===== src/rtl/vpu_stream_ctrl.sv =====
`default_nettype none
// ============================================================================
// Module   : vpu_stream_ctrl
// Brief    : Vector command sequencer feeding the VPU ALU stage. Streams
//            element pairs from a dual-read buffer (1-cycle read latency),
//            presents them to the ALU, registers each result and writes it
//            back, then pulses done.
// Revision : 1.0 - initial release
// ============================================================================
module vpu_stream_ctrl #(
    parameter int DATA_W = 32,
    parameter int OP_W   = 4,
    parameter int ADDR_W = 10,
    parameter int LEN_W  = 10
) (
    input  logic              clk,
    input  logic              rst,
    // command interface
    input  logic              cmd_valid,
    output logic              cmd_ready,
    input  logic [OP_W-1:0]   cmd_opcode,
    input  logic [LEN_W-1:0]  cmd_len,
    input  logic [ADDR_W-1:0] cmd_src0,
    input  logic [ADDR_W-1:0] cmd_src1,
    input  logic [ADDR_W-1:0] cmd_dst,
    // buffer read ports
    output logic              rd_en,
    output logic [ADDR_W-1:0] rd_addr0,
    output logic [ADDR_W-1:0] rd_addr1,
    input  logic [DATA_W-1:0] rd_data0,
    input  logic [DATA_W-1:0] rd_data1,
    // ALU interface
    output logic              alu_start,
    output logic [OP_W-1:0]   alu_opcode,
    output logic [DATA_W-1:0] alu_operand0,
    output logic [DATA_W-1:0] alu_operand1,
    input  logic [DATA_W-1:0] alu_result,
    // buffer write port
    output logic              wr_en,
    output logic [ADDR_W-1:0] wr_addr,
    output logic [DATA_W-1:0] wr_data,
    // status
    output logic              done,
    output logic              busy
);

    localparam logic [1:0] c_IDLE  = 2'd0;
    localparam logic [1:0] c_RUN   = 2'd1;
    localparam logic [1:0] c_DRAIN = 2'd2;
    localparam logic [1:0] c_DONE  = 2'd3;

    logic [1:0]        r_state;
    logic [1:0]        w_state_nxt;

    // command context
    logic [OP_W-1:0]   r_op;
    logic [LEN_W-1:0]  r_remain;     // reads still to issue after the current one
    logic              r_drain;      // second DRAIN cycle marker
    logic [ADDR_W-1:0] r_rd_addr0;
    logic [ADDR_W-1:0] r_rd_addr1;
    logic [ADDR_W-1:0] r_rd_dst;     // destination address paired with the current read

    // pipeline stages
    logic              r_alu_start;
    logic [ADDR_W-1:0] r_s2_addr;
    logic              r_wr_en;
    logic [ADDR_W-1:0] r_wr_addr;
    logic [DATA_W-1:0] r_wr_data;

    // registered status outputs and their next values
    logic              r_rd_en;
    logic              r_done;
    logic              r_cmd_ready;
    logic              r_busy;
    logic              w_rd_en_nxt;
    logic              w_done_nxt;
    logic              w_cmd_ready_nxt;
    logic              w_busy_nxt;

    logic              w_accept;

    assign w_accept = (r_state == c_IDLE) && cmd_valid;

    // State register
    always_ff @(posedge clk) begin
        if (rst) begin
            r_state <= c_IDLE;
        end else begin
            r_state <= w_state_nxt;
        end
    end

    // Next-state logic: zero-length commands skip straight to DONE
    always_comb begin
        w_state_nxt = r_state;
        case (r_state)
            c_IDLE:  if (cmd_valid) w_state_nxt = (cmd_len != '0) ? c_RUN : c_DONE;
            c_RUN:   if (r_remain == '0) w_state_nxt = c_DRAIN;
            c_DRAIN: if (r_drain) w_state_nxt = c_DONE;
            c_DONE:  w_state_nxt = c_IDLE;
            default: w_state_nxt = c_IDLE;
        endcase
    end

    // Output decode: next values of the registered status strobes
    always_comb begin
        w_rd_en_nxt     = (w_state_nxt == c_RUN);
        w_done_nxt      = (w_state_nxt == c_DONE);
        w_cmd_ready_nxt = (w_state_nxt == c_IDLE);
        w_busy_nxt      = (w_state_nxt != c_IDLE);
    end

    // Status output registers; ready is asserted straight out of reset
    always_ff @(posedge clk) begin
        if (rst) begin
            r_rd_en     <= 1'b0;
            r_done      <= 1'b0;
            r_cmd_ready <= 1'b1;
            r_busy      <= 1'b0;
        end else begin
            r_rd_en     <= w_rd_en_nxt;
            r_done      <= w_done_nxt;
            r_cmd_ready <= w_cmd_ready_nxt;
            r_busy      <= w_busy_nxt;
        end
    end

    // Command context: latch on accept, advance addresses per issued read
    always_ff @(posedge clk) begin
        if (rst) begin
            r_op       <= '0;
            r_remain   <= '0;
            r_drain    <= 1'b0;
            r_rd_addr0 <= '0;
            r_rd_addr1 <= '0;
            r_rd_dst   <= '0;
        end else begin
            if (w_accept) begin
                r_op       <= cmd_opcode;
                r_remain   <= cmd_len - LEN_W'(1);
                r_rd_addr0 <= cmd_src0;
                r_rd_addr1 <= cmd_src1;
                r_rd_dst   <= cmd_dst;
            end else if (r_state == c_RUN) begin
                // address arithmetic wraps naturally at ADDR_W bits
                r_remain   <= r_remain - LEN_W'(1);
                r_rd_addr0 <= r_rd_addr0 + ADDR_W'(1);
                r_rd_addr1 <= r_rd_addr1 + ADDR_W'(1);
                r_rd_dst   <= r_rd_dst + ADDR_W'(1);
            end else if (r_state == c_DONE) begin
                r_op <= '0;
            end
            r_drain <= (r_state == c_DRAIN) && !r_drain;
        end
    end

    // Element pipeline: read -> ALU issue -> write-back register
    always_ff @(posedge clk) begin
        if (rst) begin
            r_alu_start <= 1'b0;
            r_s2_addr   <= '0;
            r_wr_en     <= 1'b0;
            r_wr_addr   <= '0;
            r_wr_data   <= '0;
        end else begin
            r_alu_start <= r_rd_en;
            if (r_rd_en) begin
                r_s2_addr <= r_rd_dst;
            end
            r_wr_en <= r_alu_start;
            if (r_alu_start) begin
                r_wr_addr <= r_s2_addr;
                r_wr_data <= alu_result;
            end
        end
    end

    assign cmd_ready    = r_cmd_ready;
    assign busy         = r_busy;
    assign done         = r_done;
    assign rd_en        = r_rd_en;
    assign rd_addr0     = r_rd_addr0;
    assign rd_addr1     = r_rd_addr1;
    assign alu_start    = r_alu_start;
    assign alu_opcode   = r_op;
    // read data is only meaningful in the cycle after a read strobe
    assign alu_operand0 = r_alu_start ? rd_data0 : '0;
    assign alu_operand1 = r_alu_start ? rd_data1 : '0;
    assign wr_en        = r_wr_en;
    assign wr_addr      = r_wr_addr;
    assign wr_data      = r_wr_data;

endmodule
`default_nettype wire


===== config.mk =====
export PLATFORM = sky130hd
export DESIGN_NAME = vpu_stream_ctrl
export DESIGN_NICKNAME = d
export VERILOG_FILES = /design/src/rtl/vpu_stream_ctrl.sv
export SDC_FILE = /design/constraint.sdc
export NUM_CORES = 1
export LEC_CHECK = 0
export BUFFER_PORTS_ARGS = -buffer_cell sky130_fd_sc_hd__buf_2
export CAP_MARGIN = 10
export CORE_ASPECT_RATIO = 0.7
export CORE_MARGIN = 4
export CORE_UTILIZATION = 42
export CTS_CLUSTER_SIZE = 25
export DETAILED_ROUTE_END_ITERATION = 6
export PLACE_DENSITY = 0.76
export SYNTH_ARGS = -nofsm -noshare
export SYNTH_HDL_FRONTEND = slang
export SYNTH_SLANG_ARGS = --single-unit

===== constraint.sdc =====
create_clock -name clk -period 2.9 [get_ports clk]
set_clock_uncertainty 0.15 [all_clocks]
set_input_delay 0.29 -clock clk [delete_from_list [all_inputs] [get_ports clk]]
set_output_delay 0.29 -clock clk [all_outputs]
set_load 0.05 [all_outputs]

==> flow_results.org <==
** Run status
- The run finished with clean final reports.

** Clock network
- Clock transition at the registers of the reported paths :: 0.08 ns
- Buffers inserted during clock tree synthesis total 9.
- The number of setup buffers added after CTS is 0.
- Root Buffer :: clkbuf_16
- The clock passes through at most 2 buffers.
- Buffers inserted to repair hold after CTS numbered 0.
- Resized cells post-CTS :: 0
- CTS built an H-tree with a depth of 3.
- TritonCTS clock tree :: yes
- Insertion delay to the later sink of the worst-skew pair :: 0.35 ns
- The clock drives 105 sinks.

** Drt
- The count of nets left with antenna violations once routing finished came out at 0.
- Vias per inst :: 5.33
- Number of remaining DRC errors :: 0
- Wirelength, routed :: 18500 um
- Total number of vias :: 5483
- Detailed router's first-iteration violation count :: 308
- Routed length per placed instance :: 18.0 um
- The pre-antenna-repair detailed-routing pass consisted of 4 iterations.

** Hold path
- Classification of the worst-slack hold path :: in2reg

** Global routing
- For this run, the total global-route usage over all layers was measured as 24.1%.
- Largest net degree at the start of global routing :: 67
- The first global-routing pass estimated 27500 um of wire.
- After global routing the overflow that remains totals 0.
- The via count of the first global-routing pass was 4981.
- Number of antenna violations at the first check in global routing :: 3

** Timing
- Period utilization :: 79.2%
- Slew of the pin with the lowest slew margin :: 0.706 ns
- Total count of max-transition violations in the final report :: 0
- Adding up every negative setup slack in the final design gives 0 ns.
- After layout, the worst setup slack is 0.602 ns.
- Final setup violation count :: 0
- Time the worst path needs with I/O delays and setup :: 2.30 ns
- The number of failing hold endpoints at the final stage came to 0.
- Setup repair after global routing left no endpoint under its margin.
- For this run, the top clock speed supported by timing is 0.435 GHz.
- Worst hold margin :: 0.0241 ns
- The worst pin sits at a relative slew slack of 52.6%.

** Placement
- Number of I/O port buffers :: 278
- Detailed placement ended at an HPWL of 14400 um.
- Final weighted congestion in routability-driven placement :: 0.891
- Worst slack at placement :: 0.665 ns
- Number of placed cells counting well taps :: 1009

** Yosys
- Yosys printed 0 warnings.
- EDFF count, synth :: 0
- Share of synthesized area spent on multiplexers :: 10.9%
- Net count after synthesis :: 757
- The synthesized design devotes to its leading area cell type 40.0% of total area.
- Adder and majority cell fraction of the synthesized area :: 0.951%
- Main synth FF type :: dfxtp_1
- Most repeated cell in the gate-level netlist after synthesis :: dfxtp_1
- Counting distinct cell types in the post-synthesis netlist gives 58.
- After synthesis, the cell types taking the most area are dfxtp_1, mux2i_1, and2_1.
- Largest family of logic cells by synthesized area :: simple AND/OR/NAND/NOR gates
- Sequential elements use 40.0% of the synthesized area.
- Simple-gate share of the synthesized area :: 25.9%
- Synth top cells by count :: dfxtp_1, nor2_1, and2_1
- In the synthesized netlist the async set-or-reset flop fraction comes to 0%.
- Mean instance size in the synthesized netlist :: 8.63 um2
- Area share of xor/xnor cells in the synthesized design :: 1.33%
- The synthesized netlist devotes 15.8% of its cell area to compound gates.
- Top cell type by total area after synthesis :: dfxtp_1
- Counting flops and latches in the post-synthesis netlist gives 105.
- The synthesized netlist occupies a cell area of 5260 um2.
- Synthesis handed over a netlist of 610 instances.

** Finish
- Synthesis-to-layout area growth :: 34.7%
- Non-filler instance count after layout :: 1028
- Ratio of cells with drive above 1 in the final layout :: 36.5%
- Final net count :: 1010
- Number of fill cells in the layout :: 1080

** Floorplan
- Die W :: 142 um
- Floorplan die area :: 14400 um2
- In this run the count of I/O pins placed on the die edge is 279.
- Initial Util :: 43.9%
- The die is 102 um tall.
- In this run the core area contains 33 standard-cell rows.
- Placeable core region :: 12000 um2

** Power and ir drop
- In this run the static leakage power is 3.36 nW.
- Power per unit of standard cell area :: 783 nW/um2
- VDD sags by at most 420 uV.

** Job
- Max_cap viols :: 0

** Setup path
- Required time of the critical path :: 3.00 ns
- Crit Path Max Fanout :: 30
- Startpoint type of the worst setup path :: register
- At the worst endpoint, the arrival time is 2.40 ns.
- Setup CP Type :: reg2reg
- STA classifies the critical path endpoint as a register.
-- critical path, cell delays in order, from the launching register on --
cell and delay [ns]:
dfxtp_1 0.70, or3b_1 0.44, buf_4 0.38, buf_4 0.21, nor2_1 0.05, nor4b_1 0.26
-- layer usage --
metal	vias to the layer above	share of wire [%]	track usage [%]
met4	0	1.3	5.53
li1	2697	-	-
met5	-	0	0
met2	253	48	38.9
met1	2514	42	32.8
met3	19	8.9	5.99
-- final cells by class --
class	instances	area, um2	share of cell area (%)
Multi-Input combinational cell	444	2890	40.8
Sequential cell	105	2110	29.7
Timing Repair Buffer	290	1510	21.3
Clock buffer	10	250	3.53
Tap cell	157	196	2.77
Clock inverter	6	76.3	1.08
Inverter	13	48.8	0.688
Antenna cell	3	7.51	0.106
-- cells in the final DEF, fill, tap and decap left out, drive strengths merged, types with 4 or more instances in the layout --
| cell type | instances |
|---|---|
| nand4 | 17 |
| clkbuf | 10 |
| or3 | 4 |
| a211oi | 18 |
| buf | 290 |
| dfxtp | 105 |
| nor3 | 9 |
| nand2 | 13 |
| mux2i | 55 |
| a22o | 4 |
| and3 | 8 |
| a31oi | 4 |
| inv | 18 |
| a311oi | 7 |
| a21oi | 21 |
| nand3 | 17 |
| ha | 4 |
| and2 | 67 |
| o22ai | 7 |
| a221oi | 8 |
| nor2 | 91 |
| o21ai | 20 |
| nor4 | 5 |
| xor2 | 8 |
| a22oi | 5 |
| nor2b | 7 |
-- power breakdown --
group          total, W  internal, W  leakage [nW]  switching [W]
Combinational   0.00228     0.000737          2.34        0.00154
Sequential      0.00195      0.00166         0.861       0.000290
Clock           0.00132     0.000741         0.162       0.000578
Total           0.00555      0.00314          3.36        0.00241
-- sequential cells by signal, indices dropped and copies added (netlist names), 2 cells and up --
| register | flops |
|---|---|
| wr_addr | 10 |
| r_remain | 10 |
| rd_addr0 | 10 |
| rd_addr1 | 10 |
| alu_opcode | 4 |
| r_state | 2 |
| r_s2_addr | 10 |
| r_rd_dst | 10 |
| wr_data | 32 |
-- through the flow --
stage	util (%)	instance area, um2	total power (W)
detailed placement	56.4	6750	0.00424
finish	59.2	7090	0.00555
CTS	59.1	7080	0.00557
global placement	56.4	6750	0.00422
global route	59.2	7090	0.00585
floorplan	-	5260	0.00365
-- path summary, 6_finish.rpt --
kind                  from           to  slack, ns  depth (start not counted)
min reg2reg        r_drain      r_drain       0.27                          1
max             r_state[1]  rd_addr0[9]       0.60                          5
max reg2reg     r_state[1]  rd_addr0[9]       0.60                          5
min          alu_result[9]   wr_data[9]       0.02                          3
-- logic make-up (layout without fill, tap and decap cells) --
family / after synthesis / count (layout)
buffers and inverters: 61 / 319
flip-flops: 105 / 105
XOR/XNOR: 8 / 8
other: 0 / 3
adder cells (fa/ha/maj): 4 / 4
AND/OR/NAND/NOR: 255 / 255
multiplexers: 57 / 57
AO/OA/AOI/OAI: 120 / 120
Power figures use the tool's default switching activity.
